==> src/rtl/rst_seq_ctrl.sv <==
// rst_seq_ctrl
//    Single-clock reset sequencer. Holds NUM_STG downstream active-low resets
//    asserted for HOLD_CYC cycles, then releases them in order 0..NUM_STG-1.
//    Each release waits a per-stage delay and is followed by a ready handshake
//    from that stage. Software may restart the whole sequence at any time.
//
// Ports
//    clk         clock
//    rst         synchronous active-high reset
//    sw_rst_req  1-cycle pulse, restarts the full sequence (same effect as rst)
//    stg_dly     per-stage release delay, stage i at [i*CNT_W +: CNT_W]
//    stg_ack     per-stage ready level, only looked at while waiting on that stage
//    stg_rst_n   active-low reset per stage, thermometer coded
//    seq_busy    sequence in progress
//    seq_done    all stages released and acknowledged
//    seq_err     a stage failed to acknowledge within ACK_TO cycles
//    err_stg     index of the stage that timed out
module rst_seq_ctrl #(
   parameter int unsigned NUM_STG  = 4,
   parameter int unsigned CNT_W    = 8,
   parameter int unsigned HOLD_CYC = 16,
   parameter int unsigned ACK_TO   = 200
) (
   input  logic                     clk,
   input  logic                     rst,
   input  logic                     sw_rst_req,
   input  logic [NUM_STG*CNT_W-1:0] stg_dly,
   input  logic [NUM_STG-1:0]       stg_ack,
   output logic [NUM_STG-1:0]       stg_rst_n,
   output logic                     seq_busy,
   output logic                     seq_done,
   output logic                     seq_err,
   output logic [3:0]               err_stg
);

   typedef enum logic [2:0] {
      S_HOLD,
      S_DLY,
      S_ACK_WAIT,
      S_DONE,
      S_ERR
   } state_t;

   localparam logic [CNT_W-1:0] HOLD_LAST = CNT_W'(HOLD_CYC);
   localparam logic [CNT_W-1:0] TO_LAST   = CNT_W'(ACK_TO - 1);
   localparam logic [3:0]       LAST_STG  = 4'(NUM_STG - 1);

   state_t             state, state_nx;
   logic [CNT_W-1:0]   cnt, cnt_nx;
   logic [3:0]         idx, idx_nx;
   logic [NUM_STG-1:0] rstn_nx;
   logic               busy_nx, done_nx, err_nx;
   logic [3:0]         err_stg_nx;
   logic               enter;
   logic [3:0]         dly_idx;
   logic [CNT_W-1:0]   dly_sel;
   logic               ack_sel;

   // Stages 0..k released, the rest held in reset.
   function automatic logic [NUM_STG-1:0] therm(input logic [3:0] k);
      logic [NUM_STG-1:0] v;
      v = '0;
      for (int unsigned i = 0; i < NUM_STG; i++)
         if (4'(i) <= k) v[i] = 1'b1;
      return v;
   endfunction

   // Stage whose delay gets loaded when a stage is entered: 0 out of HOLD,
   // otherwise the stage after the one just acknowledged.
   assign dly_idx = (state == S_HOLD) ? 4'd0 : idx + 4'd1;

   always_comb begin
      dly_sel = '0;
      ack_sel = 1'b0;
      for (int unsigned i = 0; i < NUM_STG; i++) begin
         if (4'(i) == dly_idx) dly_sel = stg_dly[i*CNT_W +: CNT_W];
         if (4'(i) == idx)     ack_sel = stg_ack[i];
      end
   end

   always_comb begin
      state_nx   = state;
      cnt_nx     = cnt;
      idx_nx     = idx;
      rstn_nx    = stg_rst_n;
      err_stg_nx = err_stg;
      enter      = 1'b0;

      if (sw_rst_req) begin
         state_nx   = S_HOLD;
         cnt_nx     = '0;
         idx_nx     = '0;
         rstn_nx    = '0;
         err_stg_nx = '0;
      end else begin
         unique case (state)
            S_HOLD: begin
               if (cnt == HOLD_LAST)     enter  = 1'b1;
               else if (cnt != '1)       cnt_nx = cnt + 1'b1;
            end
            S_DLY: begin
               // Loaded with a non-zero delay; release on the last counted cycle.
               if (cnt <= CNT_W'(1)) begin
                  state_nx = S_ACK_WAIT;
                  cnt_nx   = '0;
                  rstn_nx  = therm(idx);
               end else begin
                  cnt_nx = cnt - 1'b1;
               end
            end
            S_ACK_WAIT: begin
               if (ack_sel) begin
                  if (idx == LAST_STG) state_nx = S_DONE;
                  else                 enter    = 1'b1;
               end else if ((ACK_TO != 0) && (cnt == TO_LAST)) begin
                  state_nx   = S_ERR;
                  err_stg_nx = idx;
               end else if (cnt != '1) begin
                  cnt_nx = cnt + 1'b1;
               end
            end
            S_DONE, S_ERR: ;
            default: state_nx = S_HOLD;
         endcase

         // A zero delay releases the stage on the entry cycle itself, so
         // back-to-back stages with zero delay release on consecutive cycles.
         if (enter) begin
            idx_nx = dly_idx;
            if (dly_sel == '0) begin
               state_nx = S_ACK_WAIT;
               cnt_nx   = '0;
               rstn_nx  = therm(dly_idx);
            end else begin
               state_nx = S_DLY;
               cnt_nx   = dly_sel;
            end
         end
      end

      busy_nx = (state_nx == S_HOLD) || (state_nx == S_DLY) || (state_nx == S_ACK_WAIT);
      done_nx = (state_nx == S_DONE);
      err_nx  = (state_nx == S_ERR);
   end

   always_ff @(posedge clk) begin
      if (rst) begin
         state     <= S_HOLD;
         cnt       <= '0;
         idx       <= '0;
         stg_rst_n <= '0;
         seq_busy  <= 1'b1;
         seq_done  <= 1'b0;
         seq_err   <= 1'b0;
         err_stg   <= '0;
      end else begin
         state     <= state_nx;
         cnt       <= cnt_nx;
         idx       <= idx_nx;
         stg_rst_n <= rstn_nx;
         seq_busy  <= busy_nx;
         seq_done  <= done_nx;
         seq_err   <= err_nx;
         err_stg   <= err_stg_nx;
      end
   end

endmodule

==> config.mk <==
export PLATFORM = sky130hd
export DESIGN_NAME = rst_seq_ctrl
export DESIGN_NICKNAME = d
export VERILOG_FILES = /design/src/rtl/rst_seq_ctrl.sv
export SDC_FILE = /design/constraint.sdc
export NUM_CORES = 1
export LEC_CHECK = 0
export BUFFER_PORTS_ARGS = -buffer_cell sky130_fd_sc_hd__buf_2
export CAP_MARGIN = 10
export CORE_MARGIN = 5
export CORE_UTILIZATION = 50
export DETAILED_ROUTE_END_ITERATION = 8
export PLACE_DENSITY = 0.75
export SYNTH_ARGS = -nofsm -noshare
export SYNTH_HDL_FRONTEND = slang
export SYNTH_SLANG_ARGS = --single-unit
==> constraint.sdc <==
create_clock -name clk -period 3.32 [get_ports clk]
set_input_delay 0.166 -clock clk [delete_from_list [all_inputs] [get_ports clk]]
set_output_delay 0.166 -clock clk [all_outputs]
set_load 0.005 [all_outputs]
Yosys cells after proc, flatten, opt, wreduce, memory -nomap -nowiden
Cells that the tools add are included.
W data, S select, Z words.
- bits in registers: 26
- bits of input ports: 39
- output and inout bits: 11
- word-level logic and storage cells: 96
- add/subtract/negate cells: 3
- magnitude comparators: 9
- equality and inequality tests: 21
- multiplexer cells: 42
- bitwise gates (word level): 1
- reductions and logical operators: 12
- operators with widths (operator ; number):
    $mux W8 ; 11
    $pmux W8 S3 ; 1
    $mux W4 ; 5
    $mux W3 ; 6
    $eq A2 B4 Y1 const A ; 4
    $le A1 B4 Y1 const A ; 4
    $le A2 B4 Y1 const A ; 4
    $mux W1 ; 16
    $eq A3 B2 Y1 const B ; 4
    $pmux W3 S3 ; 1
    $add A8 B1 Y8 const B ; 1
    $eq A1 B4 Y1 const A ; 2
    $eq A8 B5 Y1 const B ; 1
    $eq A8 B8 Y1 const B ; 1
    $le A8 B1 Y1 const B ; 1
    $logic_not A4 Y1 ; 2
    $logic_not A8 Y1 ; 1
    $ne A8 B8 Y1 const B ; 1
    $sub A8 B1 Y8 const B ; 1
    $eq A3 B1 Y1 const B ; 2
    $eq A3 B3 Y1 const B ; 2
    $logic_not A3 Y1 ; 2
    $ne A3 B3 Y1 const B ; 2
    $add A4 B1 Y4 const B ; 1
    11 further kinds ; 12

Logic depth before layout (Yosys ltp)
- depth after elaboration: 14
- depth in mapped cells: 12
- gate-level depth less buffers: 9

Least setup slack after synthesis
OpenSTA, ideal clock, no wires.
- kind: reg2reg
- from: register idx[0]
- to: register stg_rst_n[1]
- library setup time: 0.123 ns
- data arrival time: 2.897 ns
- required time: 3.197 ns
- slack: 0.300 ns
- stages on the path, launching flop included: 13
- path buffers: 3
- clock period less this slack: 3.020 ns
- cells stage by stage: dfxtp_1 -> buf_6 -> clkinv_1 -> ha_1 -> buf_6 -> and4b_1 -> a32o_1 -> or2_1 -> buf_6 -> a221o_1 -> nor4b_2 -> nand3_2 -> mux2_1
- longest elaborated chain between the ends: 10
- elaborated cells between the ends (all ways): 32
- classes of those cells: add/sub (1); order compare (2); eq/ne (7); mux (19); reduce/logical (3)
- RTL lines (item ; line ; RTL):
    from (decl) ; 50 ; logic [3:0] idx, idx_nx;
    from (signal assigned) ; 159 ; idx <= idx_nx;
    $add A4 B1 Y4 ; 70 ; assign dly_idx = (state == S_HOLD) ? 4'd0 : idx + 4'd1;
    $mux W4 ; 70 ;
    $logic_not A4 Y1 ; 76 ; if (4'(i) == dly_idx) dly_sel = stg_dly[i*CNT_W +: CNT_W];
    $mux W8 (4 in series) ; 76 ;
    $logic_not A8 Y1 ; 130 ; if (dly_sel == '0) begin
    $mux W4 ; 130 ;
    $mux W4 * ; 128 ; if (enter) begin
    to (signal assigned) ; 160 ; stg_rst_n <= rstn_nx;
    to (decl) ; 29 ; output logic [NUM_STG-1:0] stg_rst_n,
Mark *: on every way between the ends. The rest lies on a longest branch, timed or not. The select of a mux whose other input is x is not followed.
A chain may end at the register's enable or synchronous reset.

Final worst setup path
- from: register idx[1]
- to: register stg_rst_n[2]
The elaborated chain is that of the path after synthesis.

==> out/qor.tcl <==
set qor(io_buffers) 49
set qor(static-leakage-power_nw) 0.981
set qor(rows) 23
set qor(endpoint_kind) {flip-flop}
set qor(totalNegativeSetupSlack_ps) 0
set qor(cp.arrival_ps) 3140
set qor(start_util_pct) 51.6
set qor(drt-total-wl_um) 5560
set qor(number_of_flops_mapped_to_enable_cells_by_yosys) 0
set qor(reg2reg_from) {idx[1]$_SDFFE_PP0P_}
set qor(grt_first_pass_wirelength_um) 9090
set qor(grt_max_degree) 22
set qor(worst_pin_slew_ps) 703
set qor(ant_nets) 0
set qor(power_frac_seq_pct) 48.0
set qor(dieWidth_um) 74.3
set qor(drt_initial_violations) 265
set qor(core_area_um2) 4000
set qor(post_synth_main_area_contributors) {sky130_fd_sc_hd__dfxtp_1 (25%), sky130_fd_sc_hd__mux2i_1 (5.3%), sky130_fd_sc_hd__nor2_1 (5.1%)}
set qor(synth_area_um2) 2070
set qor(track_usage_pct) 20.7
set qor(slew_viol_final) 0
set qor(syn_area_per_cell_um2) 7.68
set qor(setup_viol) 0
set qor(initial_antenna_violation_count) 0
set qor(yosysWarnings) 0
set qor(rsz0062_at_grt) {false}
set qor(fmax_mhz) 337
set qor(viasPerCell) 6.03
set qor(cts_clk_pin_slew_worst_paths_ps) 100
set qor(vias) 2170
set qor(layout.cell_area.non_filler_um2) 2390
set qor(dieHeight_um) 74.3
set qor(power_per_standard_cell_area_nw_per_um2) 274
set qor(worstHoldStart) {rst}
set qor(via_count_of_the_first_global_routing_pass) 1950
set qor(fillerInstances) 378
set qor(area_growth_pct) 15.7
set qor(critical_path_required_ps) 3490
set qor(net_count_after_synthesis) 314
set qor(power.share.clock_pct) 41.3
set qor(timing.critical_path.from_type) {flip-flop}
set qor(combinationalPowerShare_pct) 10.6
set qor(outcome) {finished clean}
set qor(worst_case_reg_to_reg_path_depth) 10
set qor(ys_dominant_reg_cell) {sky130_fd_sc_hd__dfxtp_1}
set qor(holdCritPathClass) {input port to flip-flop}
set qor(yosys-top-cells-count) {sky130_fd_sc_hd__nor2_1 (28), sky130_fd_sc_hd__dfxtp_1 (26), sky130_fd_sc_hd__nand2_1 (22)}
set qor(clock_insertion_delay_worst_skew_ps) 280
set qor(groute.layer.met1.usage_pct) 29.0
set qor(total_switching_power_w) 0.000147
set qor(number_of_hold_slack_violations_in_the_final_timing_report) 0
set qor(synth_seq_cells) 26
set qor(slew_headroom_pct) 52.9
set qor(numCtsBuffers) 3
set qor(drc_violation_count_after_routing) 0
set qor(ctsHoldBuffers) 0
set qor(placed_cell_area_um2) 2320
set qor(use_met3_pct) 3.92
set qor(post-cts-setup-buffers) 0
set qor(min_delay_path_depth) 4
set qor(clockBufferDepth) 2
set qor(worstPathMaxFanout) 13
set qor(overflow) 0
set qor(diodes) 0
set qor(cts-resized-gates) 0
set qor(tritoncts_num_sinks) 26
set qor(timing.clock.skew_ps) 8.27
set qor(worstReg2RegEnd) {stg_rst_n[2]$_SDFF_PP0_}
set qor(postSynth.asyncResetShare_pct) 0
set qor(type_of_the_worst_setup_path) {flip-flop to flip-flop}
set qor(gr-usage-met2_pct) 33.4
set qor(ys_seq_area_share_pct) 25.2
set qor(whs_endpoint) {cnt[3]$_SDFFE_PP0P_}
set qor(sw_frac_of_total_pct) 22.4
set qor(clock_tree_from_tritoncts) {yes}
set qor(final_layout_size_suffix_gt1_share_pct) 23.2
set qor(die_area_um2) 5520
set qor(yosys.area.top_type_share_pct) 25.2
set qor(final_nets) 356
set qor(post-synth-top-count-cell) {sky130_fd_sc_hd__nor2_1}
set qor(cell_accounting_for_the_most_synthesized_area) {sky130_fd_sc_hd__dfxtp_1}
set qor(max-cap-violations) 0
set qor(detailedPlacementHpwl_um) 4220
set qor(cts.root.buffer_cell) {sky130_fd_sc_hd__clkbuf_8}
set qor(number_of_standard_cells_after_synthesis) 269
set qor(cts-htree-levels) 1
set qor(r2r_slack_ps) 350
set qor(globalplace.congestion) 1.01
set qor(timing.final.crit_share_pct) 89.5
set qor(synth_cell_types) 62
set qor(detail_route.first_pass.iterations) 4
set qor(internal-power_w) 0.000509
set qor(wl_per_cell_um) 15.4
set qor(io_pins) 50
set qor(post-route-min-period_ps) 2970
set qor(grt-busiest-layer) {met2}
set qor(ir_worst_vdd_mv) 0.183
## worst max path at each step
stage          cells past startpoint                start                      end  slack [ps]
5_1_grt                           10  idx[1]$_SDFFE_PP0P_  stg_rst_n[2]$_SDFF_PP0_         150
3_3_place_gp                      10  idx[1]$_SDFFE_PP0P_  stg_rst_n[2]$_SDFF_PP0_         440
2_1_floorplan                     12  idx[0]$_SDFFE_PP0P_  stg_rst_n[1]$_SDFF_PP0_         300
6_report                          10  idx[1]$_SDFFE_PP0P_  stg_rst_n[2]$_SDFF_PP0_         350
4_1_cts                           10  idx[1]$_SDFFE_PP0P_  stg_rst_n[2]$_SDFF_PP0_         370
3_5_place_dp                      10  idx[1]$_SDFFE_PP0P_  stg_rst_n[2]$_SDFF_PP0_         400
## state kept, by name, indices dropped and copies added (netlist names)
name       cells
err_stg        4
idx            4
seq_busy       1
seq_err        1
state          3
seq_done       1
cnt            8
stg_rst_n      4
## final cells by class
cell class	count	area, um2	share of cell area, %
Sequential cell	26	520	21.8
Clock inverter	1	30.0	1.26
Multi-Input combinational cell	213	1390	58.3
Timing Repair Buffer	57	305	12.8
Tap cell	50	62.6	2.62
Inverter	10	37.5	1.57
Clock buffer	3	41.3	1.73
## kinds of logic after synthesis
logic type      after synthesis  synth area share, %
compound gates               74                 25.9
xor+xnor                      1                0.424
simple gates                116                 29.4
buf+inv                      30                 7.33
flops                        26                 25.2
fa+ha+maj                     6                 3.63
mux                          16                 8.06
## critical path, cell delays in order, from the launching register on
cell and delay (ps):
sky130_fd_sc_hd__dfxtp_1 520, sky130_fd_sc_hd__inv_1 80, sky130_fd_sc_hd__ha_1 360, sky130_fd_sc_hd__buf_4 230
sky130_fd_sc_hd__mux2_2 350, sky130_fd_sc_hd__a21oi_1 150, sky130_fd_sc_hd__nor3_1 60, sky130_fd_sc_hd__a221o_1 310
sky130_fd_sc_hd__nor4b_2 250, sky130_fd_sc_hd__nand3_2 190, sky130_fd_sc_hd__mux2_1 350
## per-layer routing
| layer | vias up | part of all wire, % |
|---|---|---|
| li1 | 1080 | - |
| met1 | 991 | 45 |
| met2 | 95 | 46 |
| met3 | 4 | 8.0 |
| met4 | 0 | 0.45 |
| met5 | - | 0 |
## layout by cell type (no fill, tap or decap), types with 4 or more instances in the layout
master / n
sky130_fd_sc_hd__a21oi_1: 19
sky130_fd_sc_hd__nand2_1: 22
sky130_fd_sc_hd__dfxtp_1: 26
sky130_fd_sc_hd__nand3_1: 14
sky130_fd_sc_hd__nand2b_1: 7
sky130_fd_sc_hd__nor2_1: 28
sky130_fd_sc_hd__nor3_1: 15
sky130_fd_sc_hd__inv_1: 9
sky130_fd_sc_hd__a22o_1: 6
sky130_fd_sc_hd__buf_4: 8
sky130_fd_sc_hd__nand4_1: 4
sky130_fd_sc_hd__and3_1: 4
sky130_fd_sc_hd__buf_2: 49
sky130_fd_sc_hd__ha_1: 6
sky130_fd_sc_hd__a31oi_1: 5
sky130_fd_sc_hd__mux2i_1: 11
sky130_fd_sc_hd__o21ai_0: 10
## power by group through the flow
stage / Combinational [W] / Clock, W / Sequential (W)
floorplan: 0.0000369 / 0 / 0.000321
global placement: 0.0000679 / 0 / 0.000322
detailed placement: 0.0000687 / 0 / 0.000322
CTS: 0.0000693 / 0.000271 / 0.000315
global route: 0.0000778 / 0.000284 / 0.000315
finish: 0.0000697 / 0.000271 / 0.000315
## through the flow
step / power, W / setup WS (ps) / util, % / instances / hold WS [ps]
after floorplan: 0.000358 / 300 / - / 269 / 384
after global placement: 0.000390 / 444 / 58.0 / 356 / 471
after detailed placement: 0.000391 / 403 / 58.0 / 356 / 479
after CTS: 0.000656 / 372 / 59.8 / 360 / 284
after global routing: 0.000677 / 151 / 59.8 / 360 / 312
final: 0.000656 / 349 / 59.8 / 360 / 287
Power figures use the tool's default switching activity.
